==> src/rtl/seq_mult_param.sv <==
// seq_mult_param: iterative shift-add multiplier, WIDTH x WIDTH -> 2*WIDTH,
// one partial-product step per clock, load/busy/ready/valid handshake.
// Optional build macro SEQ_MULT_SIGNED_EN adds two's-complement operands
// (selected per operation by signed_mode).
module seq_mult_param #(
   parameter  int unsigned WIDTH = 8,
   localparam int unsigned CNT_W = $clog2(WIDTH + 1)
) (
   input  logic               clk,
   input  logic               reset,
   input  logic               load,
   input  logic [WIDTH-1:0]   a,
   input  logic [WIDTH-1:0]   b,
   input  logic               signed_mode,
   output logic               busy,
   output logic               ready,
   output logic               valid,
   output logic [2*WIDTH-1:0] op
);

   localparam int unsigned PW = 2 * WIDTH;

   typedef enum logic [1:0] {
      S_IDLE = 2'd0,
      S_RUN  = 2'd1,
      S_DONE = 2'd2
   } state_t;

   state_t             state_q, state_d;
   logic [CNT_W-1:0]   cnt_q, cnt_d;
   logic [WIDTH-1:0]   mcand_q, mcand_d;
   logic [WIDTH-1:0]   mplier_q, mplier_d;
   logic [PW-1:0]      acc_q, acc_d;
   logic [PW-1:0]      op_q, op_d;
   logic               busy_q, busy_d;
   logic               ready_q, ready_d;
   logic               valid_q, valid_d;
   logic [WIDTH:0]     sum_c;
`ifdef SEQ_MULT_SIGNED_EN
   logic               neg_q, neg_d;
`else
   logic               unused_signed_mode;
   assign unused_signed_mode = signed_mode;
`endif

   // State, datapath and registered handshake outputs
   always_ff @(posedge clk or negedge reset) begin
      if (!reset) begin
         state_q  <= S_IDLE;
         cnt_q    <= '0;
         mcand_q  <= '0;
         mplier_q <= '0;
         acc_q    <= '0;
         op_q     <= '0;
         busy_q   <= 1'b0;
         ready_q  <= 1'b1;
         valid_q  <= 1'b0;
`ifdef SEQ_MULT_SIGNED_EN
         neg_q    <= 1'b0;
`endif
      end else begin
         state_q  <= state_d;
         cnt_q    <= cnt_d;
         mcand_q  <= mcand_d;
         mplier_q <= mplier_d;
         acc_q    <= acc_d;
         op_q     <= op_d;
         busy_q   <= busy_d;
         ready_q  <= ready_d;
         valid_q  <= valid_d;
`ifdef SEQ_MULT_SIGNED_EN
         neg_q    <= neg_d;
`endif
      end
   end

   // Next-state: operand capture on accepted load, one add-shift step per RUN cycle
   always_comb begin
      state_d  = state_q;
      cnt_d    = cnt_q;
      mcand_d  = mcand_q;
      mplier_d = mplier_q;
      acc_d    = acc_q;
      op_d     = op_q;
      sum_c    = '0;
`ifdef SEQ_MULT_SIGNED_EN
      neg_d    = neg_q;
`endif

      if (state_q == S_RUN) begin
         // carry of the WIDTH+1-bit add becomes the new top bit after the shift
         sum_c    = {1'b0, acc_q[PW-1:WIDTH]} + (mplier_q[0] ? {1'b0, mcand_q} : '0);
         acc_d    = {sum_c, acc_q[WIDTH-1:1]};
         mplier_d = mplier_q >> 1;
         cnt_d    = cnt_q + CNT_W'(1);
         if (cnt_q == CNT_W'(WIDTH - 1)) begin
`ifdef SEQ_MULT_SIGNED_EN
            op_d = neg_q ? (PW'(0) - acc_d) : acc_d;
`else
            op_d = acc_d;
`endif
            state_d = S_DONE;
         end
      end else if (load) begin
         // IDLE or DONE: accept a new operation (back-to-back from DONE)
         mcand_d  = a;
         mplier_d = b;
`ifdef SEQ_MULT_SIGNED_EN
         if (signed_mode && a[WIDTH-1]) mcand_d  = WIDTH'(0) - a;
         if (signed_mode && b[WIDTH-1]) mplier_d = WIDTH'(0) - b;
         neg_d = signed_mode & (a[WIDTH-1] ^ b[WIDTH-1]);
`endif
         acc_d   = '0;
         cnt_d   = '0;
         state_d = S_RUN;
      end else begin
         state_d = S_IDLE;
      end
   end

   // Handshake outputs follow the next state so they are registered
   always_comb begin
      busy_d  = (state_d == S_RUN);
      ready_d = (state_d != S_RUN);
      valid_d = (state_d == S_DONE);
   end

   assign busy  = busy_q;
   assign ready = ready_q;
   assign valid = valid_q;
   assign op    = op_q;

endmodule
==> config.mk <==
export PLATFORM = sky130hd
export DESIGN_NAME = seq_mult_param
export DESIGN_NICKNAME = d
export VERILOG_FILES = /design/src/rtl/seq_mult_param.sv
export SDC_FILE = /design/constraint.sdc
export NUM_CORES = 1
export LEC_CHECK = 0
export CORE_MARGIN = 2
export CORE_UTILIZATION = 57
export DETAILED_ROUTE_END_ITERATION = 10
export PLACE_DENSITY = 0.84
export SLEW_MARGIN = 20
export SYNTH_ARGS = -nofsm -noshare
export SYNTH_HDL_FRONTEND = slang
export SYNTH_SLANG_ARGS = --single-unit
==> constraint.sdc <==
create_clock -name clk -period 5.24 [get_ports clk]
set_input_delay 0.786 -clock clk [delete_from_list [all_inputs] [get_ports clk]]
set_output_delay 0.786 -clock clk [all_outputs]
set_load 0.02 [all_outputs]
==> results.md <==
Layout:
- The finished layout holds ~340 standard cells, fillers aside.
- The net total in the final layout is ~310.
- The filler cell count is about 360.
- The number of antenna diodes is 0.
- The post-route netlist has under 10% of its cells at a drive strength greater than 1.
- After routing the design area is 0.00306 mm2.
- The layout overhead on the synthesized area is 18.5%.

Clocking:
- Clock tree synthesis selected as its root buffer the cell sky130_fd_sc_hd__clkbuf_8.
- The number of buffers inserted for hold repair after clock tree synthesis is 0.
- The number of buffers on the longest clock path is 2.
- The clock latency on the worst-skew pair is 0.31 ns.
- Clock-pin slew was measured on the worst setup and hold paths at ~0.090 ns.
- The H-tree depth reported by CTS is 2.
- The count of clock tree sinks is between 50 and 60.
- The CTS tree is yes.
- Buffers added to address setup during post-CTS repair amount to 0.
- Buffers inserted during clock tree synthesis total 5.
- The post-cts repair resize count is 0.

Place:
- The worst setup timing slack at the placement stage is ~2.2 ns.
- The routability congestion estimate is roughly 0.84.
- The instance count after placement with tap cells included is between 300 and 400.
- After detailed placement, the total cell area comes to between 0.002 and 0.003 mm2.
- The number of port buffers is 37.
- The HPWL after detailed placement is 3050 um.

Routing:
- The post-detailed-route via-to-cell ratio is 5.48.
- The wire length reported by the detailed router is 4520 um.
- In the routed design, unresolved DRC markers number 0.
- After detailed routing, the wire length on met1 is approximately 2100 um.
- The first detailed-routing pass took 4 iterations.
- The number of vias in the routed layout is 1836.
- The amount of wire on met2 after detailed routing is approximately 2200 um.
- The highest routed metal layer is met4.
- The routed length on met3 is between 150 and 200 um.
- In this run the remaining antenna-violating nets after routing total 0.
- Dividing the detail-routed wire length by the instance count gives roughly 13 um.
- The DRC marker count from the first detailed-route iteration is between 80 and 90.

Global route:
- The global-route usage over all layers is 20.3%.
- Entering global routing, the biggest net connects 57 pins.
- After global routing the overflow that remains totals 0.
- The first-pass GRT wire length is 8040 um.
- The initial antenna violation count is 0.
- The via count of the first global-routing pass was between 1500 and 2000.

Power:
- Power comes to 1.66 mW.
- The leakage component of the power is 1.47 nW.
- The peak supply drop is around 0.00029 V.
- For this design the ratio of total power to cell area is 543 mW/mm2.

Worst setup path:
- Walking the worst path, the cells encountered are clkdlybuf4s50_1 > nand2_1 > mux2_1.
- The critical path class is input port to flop.
- The worst setup path is captured at a flop.
- The slowest stage of the critical path belongs to the cell sky130_fd_sc_hd__clkdlybuf4s50_1.
- The critical path buffer and inverter count is 1.
- At the worst endpoint, the required time is about 5.4 ns.
- The startpoint identified for the worst register-to-register timing path is mplier_q[0].
- The maximum fanout count along the critical path is 27.
- The kind of cell with the highest combined delay along the critical path is buffers and inverters.
- The maximum cell stage delay along the critical path is around 1.2 ns.
- The worst setup path is launched from an input port.
- The most critical setup path has its startpoint at load.
- The arrival time of data at the critical path endpoint is between 2 and 3 ns.

Die:
- The initial standard-cell utilization of the core is approximately 59%.
- The number of rows created at floorplan is 24.
- The number of ports placed on the die boundary is 39.
- The die covers 0.00509 mm2.
- The placeable core region is between 0.004 and 0.005 mm2.
- The floorplan step set the die width to around 71 um.
- From bottom edge to top edge, the die measures between 70 and 80 um.

Logic synthesis:
- Measured against the total synthesized area, the mux share comes to approximately 7.0%.
- Of the total synthesized cell area, the portion taken by XOR and XNOR cells is ~1.4%.
- The synthesized area divided by synthesized cell count is between 10 and 15 um2.
- Counting every net in the synthesized netlist gives roughly 280.
- After synthesis, the cell types taking the most area are sky130_fd_sc_hd__dfrtp_1 (53%), sky130_fd_sc_hd__nand2_1 (9.6%), sky130_fd_sc_hd__ha_1 (4.4%), sky130_fd_sc_hd__nand3b_1 (4.4%), sky130_fd_sc_hd__mux2i_1 (3.5%).
- The complex-gate fraction of the synthesized area is a little under a tenth.
- The synthesized design contains 0 enable-type register cells.
- After synthesis, the largest family of logic cells by area is simple AND/OR/NAND/NOR gates.
- The number of distinct standard cells referenced by the synthesized netlist is 35.
- Synthesis produced roughly 250 cells.
- For this run, the leading register cell type out of synthesis is sky130_fd_sc_hd__dfrtp_1.
- The synthesized netlist devotes between 5 and 6% of its cell area to adder and majority cells.
- In the synthesized netlist the async set-or-reset flop fraction comes to between 90% and 100%.
- During synthesis, Yosys emitted a total of 0 warnings.
- The basic-gate share of the synthesized area counting and, or, nand and nor cells is 19.8%.
- The total standard cell area after synthesis is 0.00258 mm2.
- The largest total area in the synthesized netlist belongs to sky130_fd_sc_hd__dfrtp_1.
- The area share of the leading cell type in the synthesized netlist is a little over half.
- The post-synthesis sequential element count is between 50 and 60.
- The sequential element share of the synthesized area is between 50 and 60%.

Timing:
- The worst-case headroom to the max-slew limit is a little under a third.
- The setup skew after layout is roughly 0.0071 ns.
- For the final routed database, the setup TNS stands at 0 ns.
- Setup violations remaining at the end of the flow were counted as 0.
- The final max-slew violation count is 0.
- The part of the cycle the worst path needs is 51.7%.
- Subtracting the final worst setup slack from the clock period gives 2.71 ns.
- Setup repair after global routing left no endpoint under its margin.
- Setup slack on the critical path of the routed design comes to around 2.5 ns.
- For this run, the top clock speed supported by timing is between 300 and 400 MHz.
- The number of failing hold endpoints at the final stage came to 0.
- For the pin with the worst max-slew slack, the measured transition is ~1.0 ns.

Min path:
- The worst min-delay path class is flop to flop.
- In this run the most critical hold path is launched from op[4].

Run:
- Max-cap violations in this run came to 0.

Run status:
- The run finished with clean final reports.
## layout by cell type (no fill, tap or decap)
cell type | synthesis | routed
sky130_fd_sc_hd__dfstp_2 | 1 | 1
sky130_fd_sc_hd__clkbuf_8 | 0 | 6
sky130_fd_sc_hd__nand4_1 | 3 | 3
sky130_fd_sc_hd__nand3_1 | 3 | 3
sky130_fd_sc_hd__inv_1 | 4 | 4
sky130_fd_sc_hd__and3_2 | 1 | 1
sky130_fd_sc_hd__a211o_1 | 3 | 3
sky130_fd_sc_hd__mux2i_1 | 9 | 9
sky130_fd_sc_hd__o21ai_0 | 14 | 14
sky130_fd_sc_hd__fa_1 | 1 | 1
sky130_fd_sc_hd__o31ai_1 | 2 | 2
sky130_fd_sc_hd__nor3b_1 | 1 | 1
sky130_fd_sc_hd__a31oi_1 | 2 | 2
sky130_fd_sc_hd__ha_1 | 9 | 9
sky130_fd_sc_hd__buf_2 | 8 | 1
sky130_fd_sc_hd__nor3_1 | 1 | 1
sky130_fd_sc_hd__and2_1 | 8 | 8
sky130_fd_sc_hd__nand3b_1 | 15 | 15
sky130_fd_sc_hd__xor2_1 | 1 | 1
sky130_fd_sc_hd__nand2_1 | 66 | 66
sky130_fd_sc_hd__o21ai_1 | 9 | 9
sky130_fd_sc_hd__clkdlybuf4s50_1 | 0 | 36
sky130_fd_sc_hd__buf_4 | 0 | 2
sky130_fd_sc_hd__o21a_1 | 1 | 1
sky130_fd_sc_hd__o21ba_2 | 1 | 1
sky130_fd_sc_hd__mux2_2 | 6 | 6
sky130_fd_sc_hd__a21oi_1 | 4 | 4
sky130_fd_sc_hd__nor2b_2 | 0 | 1
sky130_fd_sc_hd__nand4b_4 | 1 | 1
sky130_fd_sc_hd__nand2b_1 | 1 | 1
sky130_fd_sc_hd__inv_2 | 1 | 1
sky130_fd_sc_hd__a221oi_2 | 1 | 1
sky130_fd_sc_hd__xnor2_1 | 3 | 3
sky130_fd_sc_hd__mux2_1 | 2 | 2
sky130_fd_sc_hd__clkbuf_1 | 5 | 2
sky130_fd_sc_hd__nor2_1 | 3 | 3
sky130_fd_sc_hd__dfrtp_1 | 55 | 55
sky130_fd_sc_hd__a21o_1 | 3 | 3
## cell usage after synthesis, types with 4 or more instances
master,n
sky130_fd_sc_hd__o21ai_0,14
sky130_fd_sc_hd__dfrtp_1,55
sky130_fd_sc_hd__nand2_1,66
sky130_fd_sc_hd__clkbuf_1,5
sky130_fd_sc_hd__mux2_2,6
sky130_fd_sc_hd__a21oi_1,4
sky130_fd_sc_hd__and2_1,8
sky130_fd_sc_hd__buf_2,8
sky130_fd_sc_hd__ha_1,9
sky130_fd_sc_hd__inv_1,4
sky130_fd_sc_hd__mux2i_1,9
sky130_fd_sc_hd__nand3b_1,15
sky130_fd_sc_hd__o21ai_1,9
## flip-flops by register name (all words and copies together), names as in the netlist
register / flops
cnt_q: 4
ready: 1
busy: 1
valid: 1
mplier_q: 8
mcand_q: 8
op: 16
state_q: 2
acc_q: 15
## final cells by class
class                           count  area [um2]  share of cell area (%)
Inverter                            5        18.8                   0.613
Tap cell                           52        65.1                    2.12
Timing Repair Buffer               39         380                    12.4
Clock buffer                        8        90.1                    2.94
Multi-Input combinational cell    175        1110                    36.1
Sequential cell                    56        1400                    45.8
## final timing paths
path / to / cells past startpoint / slack (ns)
hold reg to reg: op[4] / 2 / 0.48
max in group asynchronous: mplier_q[1] / 2 / 4.17
setup / recovery: mcand_q[0] / 3 / 2.53
hold / removal: op[4] / 2 / 0.48
min in group asynchronous: acc_q[3] / 2 / 0.59
setup reg to reg: acc_q[13] / 7 / 3.00
## power breakdown
part	leakage [nW]	switching [mW]	internal, mW	total, mW
clock	0.0455	0.131	0.108	0.239
sequential	0.715	0.106	0.614	0.720
combinational	0.712	0.401	0.303	0.704
## metrics by stage
stage | hold slack [ns] | utilization [%]
2_1_floorplan | 0.439 | -
3_3_place_gp | 0.456 | 68.3
3_5_place_dp | 0.462 | 68.3
4_1_cts | 0.484 | 70.3
5_1_grt | 0.512 | 70.3
6_report | 0.477 | 70.3
## cell families (layout without fill, tap and decap cells)
logic type	count (synthesis)	in the layout
and+or+nand+nor	104	104
DFF	56	56
AOI/OAI and AO/OA	40	40
buffers and inverters	18	52
muxes	17	17
adders and majority gates	10	10
xor gates and xnor gates	4	4
## layer usage
layer,global-route usage (%),up-vias
li1,-,905
met1,26.6,890
met2,33.1,32
met3,4.64,9
met4,7.55,0
met5,0,-
## worst min-delay path, stage by stage, from the launching register on
cell and delay (ns):
sky130_fd_sc_hd__dfrtp_1 0.35, sky130_fd_sc_hd__nand2_1 0.05, sky130_fd_sc_hd__nand2_1 0.05
Power figures use the tool's default switching activity.
